==> config.mk <==
export PLATFORM = sky130hd
export DESIGN_NAME = multi_display
export DESIGN_NICKNAME = d
export VERILOG_FILES = /design/src/rtl/multi_display.sv
export SDC_FILE = /design/constraint.sdc
export NUM_CORES = 1
export LEC_CHECK = 0
export ABC_AREA = 0
export BUFFER_PORTS_ARGS = -buffer_cell sky130_fd_sc_hd__clkbuf_2
export CAP_MARGIN = 20
export CORE_MARGIN = 4
export CORE_UTILIZATION = 31
export CTS_CLUSTER_DIAMETER = 200
export CTS_CLUSTER_SIZE = 8
export DETAILED_ROUTE_END_ITERATION = 6
export GPL_TIMING_DRIVEN = 0
export MAX_ROUTING_LAYER = met4
export SYNTH_ARGS = -nofsm -noshare
export SYNTH_HDL_FRONTEND = slang
export SYNTH_SLANG_ARGS = --single-unit
==> constraint.sdc <==
create_clock -name clk -period 3.9 [get_ports clk]
set_input_delay 0.195 -clock clk [delete_from_list [all_inputs] [get_ports clk]]
set_output_delay 0.195 -clock clk [all_outputs]
set_load 0.005 [all_outputs]
==> src/rtl/multi_display.sv <==
// Time-multiplexed common-anode 7-segment driver with PWM brightness,
// per-digit blink, leading-zero suppression and a guard cycle between digits.
module multi_display #(
  parameter int DIGITS       = 4,
  parameter int FREQ         = 10000000,
  parameter int SCAN_HZ      = 1000,
  parameter int BLINK_FRAMES = 250
) (
  input  logic                  clk,
  input  logic                  rst,
  input  logic [4*DIGITS-1:0]   dat,
  input  logic [DIGITS-1:0]     en_in,
  input  logic [DIGITS-1:0]     dp,
  input  logic [DIGITS-1:0]     blink,
  input  logic [3:0]            bright,
  input  logic                  lz_sup,
  output logic [DIGITS-1:0]     sel,
  output logic [7:0]            c
);

  localparam int SLICE = FREQ / (SCAN_HZ * 16);
  localparam int SW = (SLICE > 1) ? $clog2(SLICE) : 1;
  localparam int IW = $clog2(DIGITS);
  localparam int FW = (BLINK_FRAMES > 1) ? $clog2(BLINK_FRAMES) : 1;

  logic [SW-1:0] slice_cnt;
  logic [3:0]    phase;
  logic [IW-1:0] idx;
  logic [FW-1:0] frame_cnt;
  logic          blink_ph;

  logic slice_wrap;
  logic dwell_end;
  logic frame_end;

  assign slice_wrap = (slice_cnt == SW'(SLICE - 1));
  assign dwell_end  = slice_wrap && (phase == 4'hF);
  assign frame_end  = dwell_end && (idx == IW'(DIGITS - 1));

  function automatic logic [6:0] hex7(input logic [3:0] v);
    logic [6:0] s;
    case (v)
      4'h0: s = 7'h40;
      4'h1: s = 7'h79;
      4'h2: s = 7'h24;
      4'h3: s = 7'h30;
      4'h4: s = 7'h19;
      4'h5: s = 7'h12;
      4'h6: s = 7'h02;
      4'h7: s = 7'h78;
      4'h8: s = 7'h00;
      4'h9: s = 7'h10;
      4'hA: s = 7'h08;
      4'hB: s = 7'h03;
      4'hC: s = 7'h46;
      4'hD: s = 7'h21;
      4'hE: s = 7'h06;
      default: s = 7'h0E;
    endcase
    return s;
  endfunction

  logic [3:0]        nib;
  logic              sup;
  logic              dark;
  logic [DIGITS-1:0] sel_d;
  logic [7:0]        c_d;

  always_comb begin
    nib = dat[4*int'(idx) +: 4];
    // suppress only when this digit and everything to its left is zero
    sup = lz_sup && (idx != '0);
    for (int j = 0; j < DIGITS; j++) begin
      if (j >= int'(idx) && dat[4*j +: 4] != 4'd0) sup = 1'b0;
    end
    dark = !en_in[idx]
        || (blink[idx] && blink_ph)
        || (phase > bright)
        || (slice_cnt == '0 && phase == 4'd0);
    sel_d = '1;
    c_d   = 8'hFF;
    if (!dark) begin
      sel_d = ~(DIGITS'(1) << idx);
      c_d   = {~dp[idx], sup ? 7'h7F : hex7(nib)};
    end
  end

  always_ff @(posedge clk) begin
    if (!rst) begin
      slice_cnt <= '0;
      phase     <= '0;
      idx       <= '0;
      frame_cnt <= '0;
      blink_ph  <= 1'b0;
      sel       <= '1;
      c         <= 8'hFF;
    end else begin
      sel       <= sel_d;
      c         <= c_d;
      slice_cnt <= slice_wrap ? '0 : slice_cnt + 1'b1;
      if (slice_wrap) phase <= phase + 4'd1;
      if (dwell_end) begin
        idx <= (idx == IW'(DIGITS - 1)) ? '0 : idx + 1'b1;
      end
      if (frame_end) begin
        if (frame_cnt == FW'(BLINK_FRAMES - 1)) begin
          frame_cnt <= '0;
          blink_ph  <= ~blink_ph;
        end else begin
          frame_cnt <= frame_cnt + 1'b1;
        end
      end
    end
  end

endmodule

==> out/qor.yml, run 1 <==
maxCapViolations: 0
avgSynthCellArea_um2: 9.40
final_hold_viol_count: 0
cp_cell_sequence: "buf_6, mux4_1, inv_1, ha_1, nor2_1, a21oi_1, mux2i_1, nand2_1"
utilization: 0.385
ant_nets: 0
ir_worst_vdd_mv: 0.149
post_dp_cell_area_mm2: 0.00256
clk_pin_slew_worst_paths_ns: 0.07
min_path_type: "input pin to register"
synth-seq-area-share: 0.335
clockRootBuffer: "clkbuf_8"
first_pass_iters: 4
worstSkewPairLatency_ns: 0.29
synth_common_cells: "dfxtp_1 (37), nand2_1 (22), nor2_1 (22)"
syn_inst: 235
synthArstFlopShare: 0
cts_tree: "built"
finClkSkew_ns: 0.00696
drt_wl_total_um: 4910
gp_congestion: 0.806
yosys_warnings: 0
synth.area.top_cells: "dfxtp_1 (34%), ha_1 (12%), xnor2_1 (5.5%)"
max_freq_ghz: 0.446
numCtsBuffers: 5
power_density_mw_per_mm2: 281
grt_pass1_vias: 1808
critical_path.top_delay_family: "multiplexers"
hold_buffers: 0
die_area_mm2: 0.00854
ioPinCount: 47
cts_setup_buffers: 0
layout-drive-gt1-share: 0.240
die_h_um: 92.4
fin_crit_ns: 2.24
setup_viol: 0
avgViaCountPerCell: 4.82
drcViolationCount: 0
maxSlewViolCount: 0
max-clock-path-buffers: 2
synth_nets: 291
synth.top_cell.area_share: 0.335
finalCritPeriodShare: 0.575
status: "finished clean"
clock-sinks: 37
rows: 30
cts.htree.levels: 2
fill_cells: 721
port_buffers: 46
endpoint_kind: "register"
worst_ep_required_time_ns: 4.13
area_growth_pct: 19.8
holdPathStages: 2
grt-ovfl-total: 0
ys_ff_latch: 37
worst_pin_slew_ns: 0.582
cp_num_cells: 8
synth_edf_count: 0
rr_worst_depth: 8
grt_use_total: 0.124
wl_per_cell_um: 12.8
worst-path-buf-inv: 2
antenna_found_initial: 0
grt_pass1_wl_um: 8200
drt_iter0_drc: 41
initial_core_util: 0.322
path_class: "register to register"
cts_resized: 0
rsz0062_at_grt: "no"
synth_largest_area_cell: "dfxtp_1"
worstPathArrival_ns: 2.48
nets: 344
synth_most_common_cell: "dfxtp_1"
synthDistinctLibCells: 49
dp_hpwl_um: 3930
num_vias: 1851
synth_top_flop_cell: "dfxtp_1"
core_mm2: 0.00687
die_x_um: 92.4
setup_tns_ns: 0
leakage_uw: 0.00114
slowest_delay_ns: 0.72
synth_area_mm2: 0.00221
design_area_mm2: 0.00265
slowest_stage: "mux4_1"
grt_max_degree: 11
relSlewSlack: 0.609
critical_path.max_fanout: 10
crit_path_start_kind: "register"
antenna_cells: 0
## report_power, final
group | switching (µW) | internal, µW
Sequential | 4.51 | 386
Combinational | 44.0 | 44.0
Clock | 125 | 140
## sequential cells by signal, summed over array words and instances, names as in the netlist
signal and flops:
blink_ph 1, c 8, frame_cnt 8, idx 2, phase 4, sel 4
slice_cnt 10
## worst register-to-register path, delay by kind of cell, from the launching register on
family | cells | cell delay (ns)
mux | 2 | 0.81
flops | 1 | 0.48
buf+inv | 2 | 0.39
fa+ha+maj | 1 | 0.25
simple gates | 2 | 0.14
compound gates | 1 | 0.12
## placed cells by master (no fill, tap or decap), types with 2 or more instances in the layout
cell       n
mux2_2     2
nor3_1     4
ha_1      21
clkbuf_1   2
xnor2_1   14
buf_2      4
and3_1     6
a22oi_1    3
mux2i_1    7
inv_1     17
nand3_1   10
dfxtp_1   37
o211ai_1   3
nand4_1    7
and4_1     3
and3b_1    2
nand2_1   22
nand2b_1   2
mux4_1     3
nor2_1    22
o21ai_0    3
xor2_1     4
a21oi_1    3
clkbuf_8   6
nor4_1     3
and2_1     4
nor2_2     2
nor2b_1    2
mux4_2     3
clkbuf_2  46
## area by class of cell
| type | instances | area (µm²) | share of cell area |
|---|---|---|---|
| plain buffers | 7 | 42.5 | 0.0161 |
| clock buffers | 7 | 86.3 | 0.0326 |
| inverters | 17 | 63.8 | 0.0241 |
| multi-input cells | 174 | 1360 | 0.515 |
| flip-flops and latches | 37 | 741 | 0.280 |
| well taps | 96 | 120 | 0.0454 |
| repair buffers | 46 | 230 | 0.0870 |
## per-stage QoR
step	power, µW	worst slack [ns]	instances	hold slack, ns
after floorplan	450	1.92	235	0.359
after global placement	486	1.68	377	0.461
after detailed placement	488	1.65	377	0.479
after CTS	756	1.64	384	0.240
after global routing	786	1.48	384	0.243
final	744	1.66	384	0.250
## final timing paths
kind | startpoint | end | slack (ns)
max reg2reg | idx[0] | c[3] | 1.66
max | idx[0] | c[3] | 1.66
min | rst | frame_cnt[4] | 0.25
min reg2reg | slice_cnt[0] | slice_cnt[0] | 0.48
## per-layer routing
layer	GRT usage	routed length, µm
met5	-	0
met4	0.0446	57
met3	0.0366	310
met2	0.208	2370
met1	0.141	2180
## cells by family after synthesis
group | share of synthesized area
and+or+nand+nor | 0.246
DFF | 0.335
buffers and inverters | 0.0481
AOI/OAI and AO/OA | 0.0657
adders and majority gates | 0.119
xor gates and xnor gates | 0.0713
muxes | 0.115
(Power assumes the default switching activity.)
==> run 2, diff against run 1 <==
clock period = 2.2 ns   (was 3.9 ns; I/O delays follow)
==> run 2 against run 1 <==
Sequential power rose by 77%. Sequential cell count is the same. Highest routed layer unchanged. Combinational power grew 80%.
==> out/qor.yml, run 2 (synthesis results as in run 1) <==
status: "finished clean"
numCtsBuffers: 5  # unchanged
grt_max_degree: 11  # unchanged
dp_hpwl_um: 3930  # unchanged
die_x_um: 92.4  # unchanged
fin_crit_ns: 2.08  # -0.164 ns
layout-drive-gt1-share: 0.253  # +0.0130
layout_common_cells: "clkbuf_2 (46), dfxtp_1 (36), nor2_1 (22), nand2_1 (22), ha_1 (21)"
drcViolationCount: 0  # unchanged
min_path_type: "input pin to register"
startpoint: "phase[2]"
rrSetupSlack_ns: 0.12  # -1.54 ns
grt_use_total: 0.124  # -0.000197
endpoint_kind: "register"
holdPathStages: 2  # unchanged
drt_iter0_drc: 58  # +41%
leakage_uw: 0.00114  # +0.23%
die_h_um: 92.4  # unchanged
critical_path.max_fanout: 5  # -5
cp_cell_sequence: "ha_1, and3b_1, a2111oi_1, o21ai_1, nor3_4, buf_4, nand2_1"
grt_pass1_vias: 1802  # -0.33%
antenna_cells: 0  # unchanged
rr_worst_depth: 7  # -1
worstSkewPairLatency_ns: 0.29  # about the same
largestRegisters: "slice_cnt (10), c (8), frame_cnt (8)"
wl_per_cell_um: 12.7  # -0.44%
grt_pass1_wl_um: 8210  # about the same
cts_tree: "built"
avgViaCountPerCell: 4.73  # -1.9%
slowest_delay_ns: 0.44  # -0.28 ns
regToRegStartpoint: "phase[2]"
area_growth_pct: 20.3
worstPathArrival_ns: 2.26  # -0.22 ns
maxSlewViolCount: 0  # unchanged
rows: 30  # unchanged
crit-reg2reg-capture: "c[0]"
relSlewSlack: 0.733  # +0.124
maxCapViolations: 0  # unchanged
ioPinCount: 47  # unchanged
finClkSkew_ns: 0.00554  # -0.00142 ns
worst_pin_slew_ns: 0.397  # -0.184 ns
max-clock-path-buffers: 2  # unchanged
die_area_mm2: 0.00854  # unchanged
finalCritPeriodShare: 0.946  # +0.370
drt_wl_total_um: 4900  # -0.18%
crit_path_start_kind: "register"
port_buffers: 46  # unchanged
utilization: 0.387  # +0.00182
setup_viol: 0  # unchanged
power_density_mw_per_mm2: 498  # +77%
min_to: "frame_cnt[4]"
grt-ovfl-total: 0  # unchanged
worst_ep_required_time_ns: 2.38  # -1.75 ns
ant_nets: 0  # unchanged
clock-sinks: 37  # unchanged
setup_slack_ns: 0.120  # -1.54 ns
post_dp_cell_area_mm2: 0.00256  # unchanged
core_mm2: 0.00687  # unchanged
design_area_mm2: 0.00266  # +0.47%
critical_path.top_delay_family: "compound AO/OA/AOI/OAI gates"
nets: 345  # +0.29%
hold_buffers: 0  # unchanged
fin_cells: 385  # +0.26%
path_class: "register to register"
top_register: "slice_cnt"
clockRootBuffer: "clkbuf_8"
num_vias: 1821  # -1.6%
ir_worst_vdd_mv: 0.262  # +77%
antenna_found_initial: 0  # unchanged
gp_congestion: 0.806  # unchanged
final_hold_viol_count: 0  # unchanged
initial_core_util: 0.322  # unchanged
hp-start: "rst"
power_uw: 1320  # +78%
layout_commonest_cell: "clkbuf_2"
max_freq_ghz: 0.481  # +7.9%
dp.cells: 377  # unchanged
worst-path-buf-inv: 1  # -1
slowest_stage: "dfxtp_1"
cts.htree.levels: 2  # unchanged
clk_pin_slew_worst_paths_ns: 0.07  # about the same
first_pass_iters: 5  # +1
dpl_worst_slack_ns: -0.0518  # -1.70 ns
largest_reg_flops: 10  # unchanged
run 2: cell types whose count changed in the layout (fill, tap and decap cells not counted), sizes merged:
| cell | delta |
|---|---|
| buf | +1 |
run 2: how the worst max path moves through the flow:
stage,endpoint,slack [ns],cells past startpoint
2_1_floorplan,c[0],0.22,5
3_3_place_gp,c[0],-0.02,5
3_5_place_dp,c[0],-0.05,5
4_1_cts,c[0],0.06,5
5_1_grt,c[0],-0.0008,7
6_report,c[0],0.12,7
run 2: power breakdown:
group	switching (µW)	internal, µW	leakage, µW
logic	78.3	79.3	0.000793
clock network	226	248	0.0000443
registers	7.96	684	0.000301
total	313	1010	0.00114
run 2: repair_timing:
| item | in CTS | in global routing |
|---|---|---|
| setup endpoints to repair | 4 | 11 |
| resized for setup | 1 | 3 |
| pin swaps | 0 | 1 |
| buffers inserted | 0 | 1 |
run 2: final cells by class:
type	instances	area, µm²
Tap cell	96	120
Inverter	17	63.8
Buffer	7	42.5
Clock buffer	7	86.3
Multi-Input combinational cell	174	1370
Timing Repair Buffer	47	238
Fill cell	724	4210
Sequential cell	37	742
run 2: routing by layer:
metal  part of all wire  global-route usage  vias up
li1                   -                   -      934
met1               0.45               0.141      845
met2               0.48               0.206       37
met3              0.061              0.0366        5
met4              0.011              0.0470        0
met5                  0                   -        -
run 2: metrics by stage:
stage | TNS [ns] | hold slack [ns]
floorplan | 0 | 0.274
global placement | -0.0326 | 0.441
detailed placement | -0.132 | 0.454
CTS | 0 | 0.155
global route | -0.000815 | 0.157
finish | 0 | 0.163
==> run 3, diff against run 2 <==
PLACE_DENSITY = 0.48   (was unset)
==> run 3 against run 2 <==
Maximum frequency grew 1.3%. Register-to-register slack better by 0.03 ns. Sequential power barely moved. Via count is 0.33% lower. Power is 9.2% higher. Die area unchanged. Count of clock-buffer cells in the layout shrank 1. Worst setup slack better by 0.026 ns. Largest cell class unchanged. Highest routed layer unchanged.
==> out/qor.yml, run 3 (synthesis results as in run 1) <==
status: "finished clean"
maxCapViolations: 0  # unchanged
finClkSkew_ns: 0.00812  # +0.00258 ns
critical_path.max_fanout: 7  # +2
first_pass_iters: 4  # -1
min_to: "frame_cnt[4]"
drcViolationCount: 0  # unchanged
drt_wl_total_um: 4990  # +1.8%
min_path_type: "input pin to register"
die_area_mm2: 0.00854  # unchanged
ir_worst_vdd_mv: 0.261  # -0.67%
setup_tns_ns: 0  # unchanged
top_register: "slice_cnt"
die_h_um: 92.4  # unchanged
fin_cells: 385  # unchanged
design_area_mm2: 0.00268  # +0.89%
path_class: "register to register"
crit_path_start_kind: "register"
cts.htree.levels: 2  # unchanged
post_dp_cell_area_mm2: 0.00256  # unchanged
clockRootBuffer: "clkbuf_8"
relSlewSlack: 0.756  # +0.0231
die_x_um: 92.4  # unchanged
crit-reg2reg-capture: "c[2]"
endpoint_kind: "register"
power_density_mw_per_mm2: 539  # +8.3%
layout_commonest_cell: "clkbuf_2"
dp.cells: 377  # unchanged
grt_max_degree: 13  # +2
rrSetupSlack_ns: 0.15  # +0.03 ns
regToRegStartpoint: "phase[1]"
drt_iter0_drc: 49  # -16%
rows: 30  # unchanged
setup_slack_ns: 0.146  # +0.0264 ns
final_hold_viol_count: 0  # unchanged
cts_tree: "built"
max_freq_ghz: 0.487  # +1.3%
leakage_uw: 0.00115  # +0.72%
hp-start: "rst"
grt-ovfl-total: 0  # unchanged
ant_nets: 0  # unchanged
ioPinCount: 47  # unchanged
hold_buffers: 0  # unchanged
layout-drive-gt1-share: 0.260  # +0.00692
dp_hpwl_um: 3950  # +0.67%
dpl_worst_slack_ns: -0.0574  # -0.00555 ns
worstPathArrival_ns: 2.21  # -0.05 ns
port_buffers: 46  # unchanged
largest_reg_flops: 10  # unchanged
initial_core_util: 0.322  # unchanged
cts_setup_buffers: 0  # unchanged
finalCritPeriodShare: 0.934  # -0.0120
holdPathStages: 2  # unchanged
setup_viol: 0  # unchanged
numCtsBuffers: 5  # unchanged
grt_pass1_vias: 1879  # +4.3%
fill_cells: 727  # +0.41%
rr_worst_depth: 6  # -1
worst_ep_required_time_ns: 2.35  # -0.03 ns
fin_crit_ns: 2.05  # -0.0264 ns
holdWs_ns: 0.139  # -0.0246 ns
worst_pin_slew_ns: 0.356  # -0.0416 ns
gp_congestion: 0.760  # -5.8%
max-clock-path-buffers: 2  # unchanged
clock-sinks: 37  # unchanged
antenna_found_initial: 0  # unchanged
worstSkewPairLatency_ns: 0.29  # about the same
rsz0062_at_grt: "no"
num_vias: 1815  # -0.33%
nets: 344  # -0.29%
largestRegisters: "slice_cnt (10), c (8), frame_cnt (8)"
clk_pin_slew_worst_paths_ns: 0.08  # about the same
maxSlewViolCount: 0  # unchanged
layout_common_cells: "clkbuf_2 (46), dfxtp_1 (35), nor2_1 (22), nand2_1 (22), ha_1 (21)"
wl_per_cell_um: 13.0  # +1.8%
core_mm2: 0.00687  # unchanged
avgViaCountPerCell: 4.71  # -0.33%
area_growth_pct: 21.4
grt_pass1_wl_um: 8630  # +5.0%
grt_use_total: 0.128  # +0.00438
antenna_cells: 0  # unchanged
## run 3: worst max-delay path, stage by stage (launching register included)
cell       delay, ns
dfxtp_1         0.41
ha_1            0.27
and3b_1         0.19
a2111oi_2       0.38
o21ai_1         0.20
nor3_4          0.34
o211ai_1        0.13
## run 3: how the worst max path moves through the flow
stage / end / depth (start not counted) / start / slack (ns)
CTS: c[3] / 8 / idx[0] / 0.04
floorplan: c[0] / 5 / idx[0] / 0.22
finish: c[2] / 6 / phase[1] / 0.15
detailed placement: c[2] / 6 / phase[2] / -0.06
global route: c[0] / 5 / idx[0] / 0.02
global placement: c[2] / 6 / phase[2] / -0.08
## run 3: timing repair
| action | 4_1_cts | 5_1_grt |
|---|---|---|
| pin swaps | 1 | 1 |
| gates resized for setup | 3 | 3 |
| endpoints found under the setup margin | 9 | 7 |
## run 3: area by class of cell
type,count,area [µm²],area share
Multi-Input combinational cell,174,1370,0.511
Sequential cell,37,743,0.277
Timing Repair Buffer,46,230,0.0858
Tap cell,96,120,0.0448
Clock buffer,6,72.6,0.0271
Inverter,17,63.8,0.0238
Buffer,7,42.5,0.0159
Clock inverter,2,38.8,0.0145
## run 3: per-layer routing
metal  share of wire  GRT usage  vias to the layer above
li1                -          -                      934
met1            0.46      0.154                      849
met2            0.50      0.211                       23
met3           0.029     0.0317                        9
met4           0.014     0.0433                        0
met5               0          -                        -
## run 3: stage by stage
step           power (µW)   util
2_1_floorplan         798      -
3_3_place_gp          862  0.373
3_5_place_dp          865  0.373
4_1_cts              1480  0.390
5_1_grt              1520  0.391
6_report             1450  0.391
## run 3: where the power goes
group          leakage (µW)  switching (µW)  total (µW)  internal (µW)
clock network     0.0000554             258         599            341
registers          0.000301            7.93         691            683
logic              0.000790            77.8         157           78.7
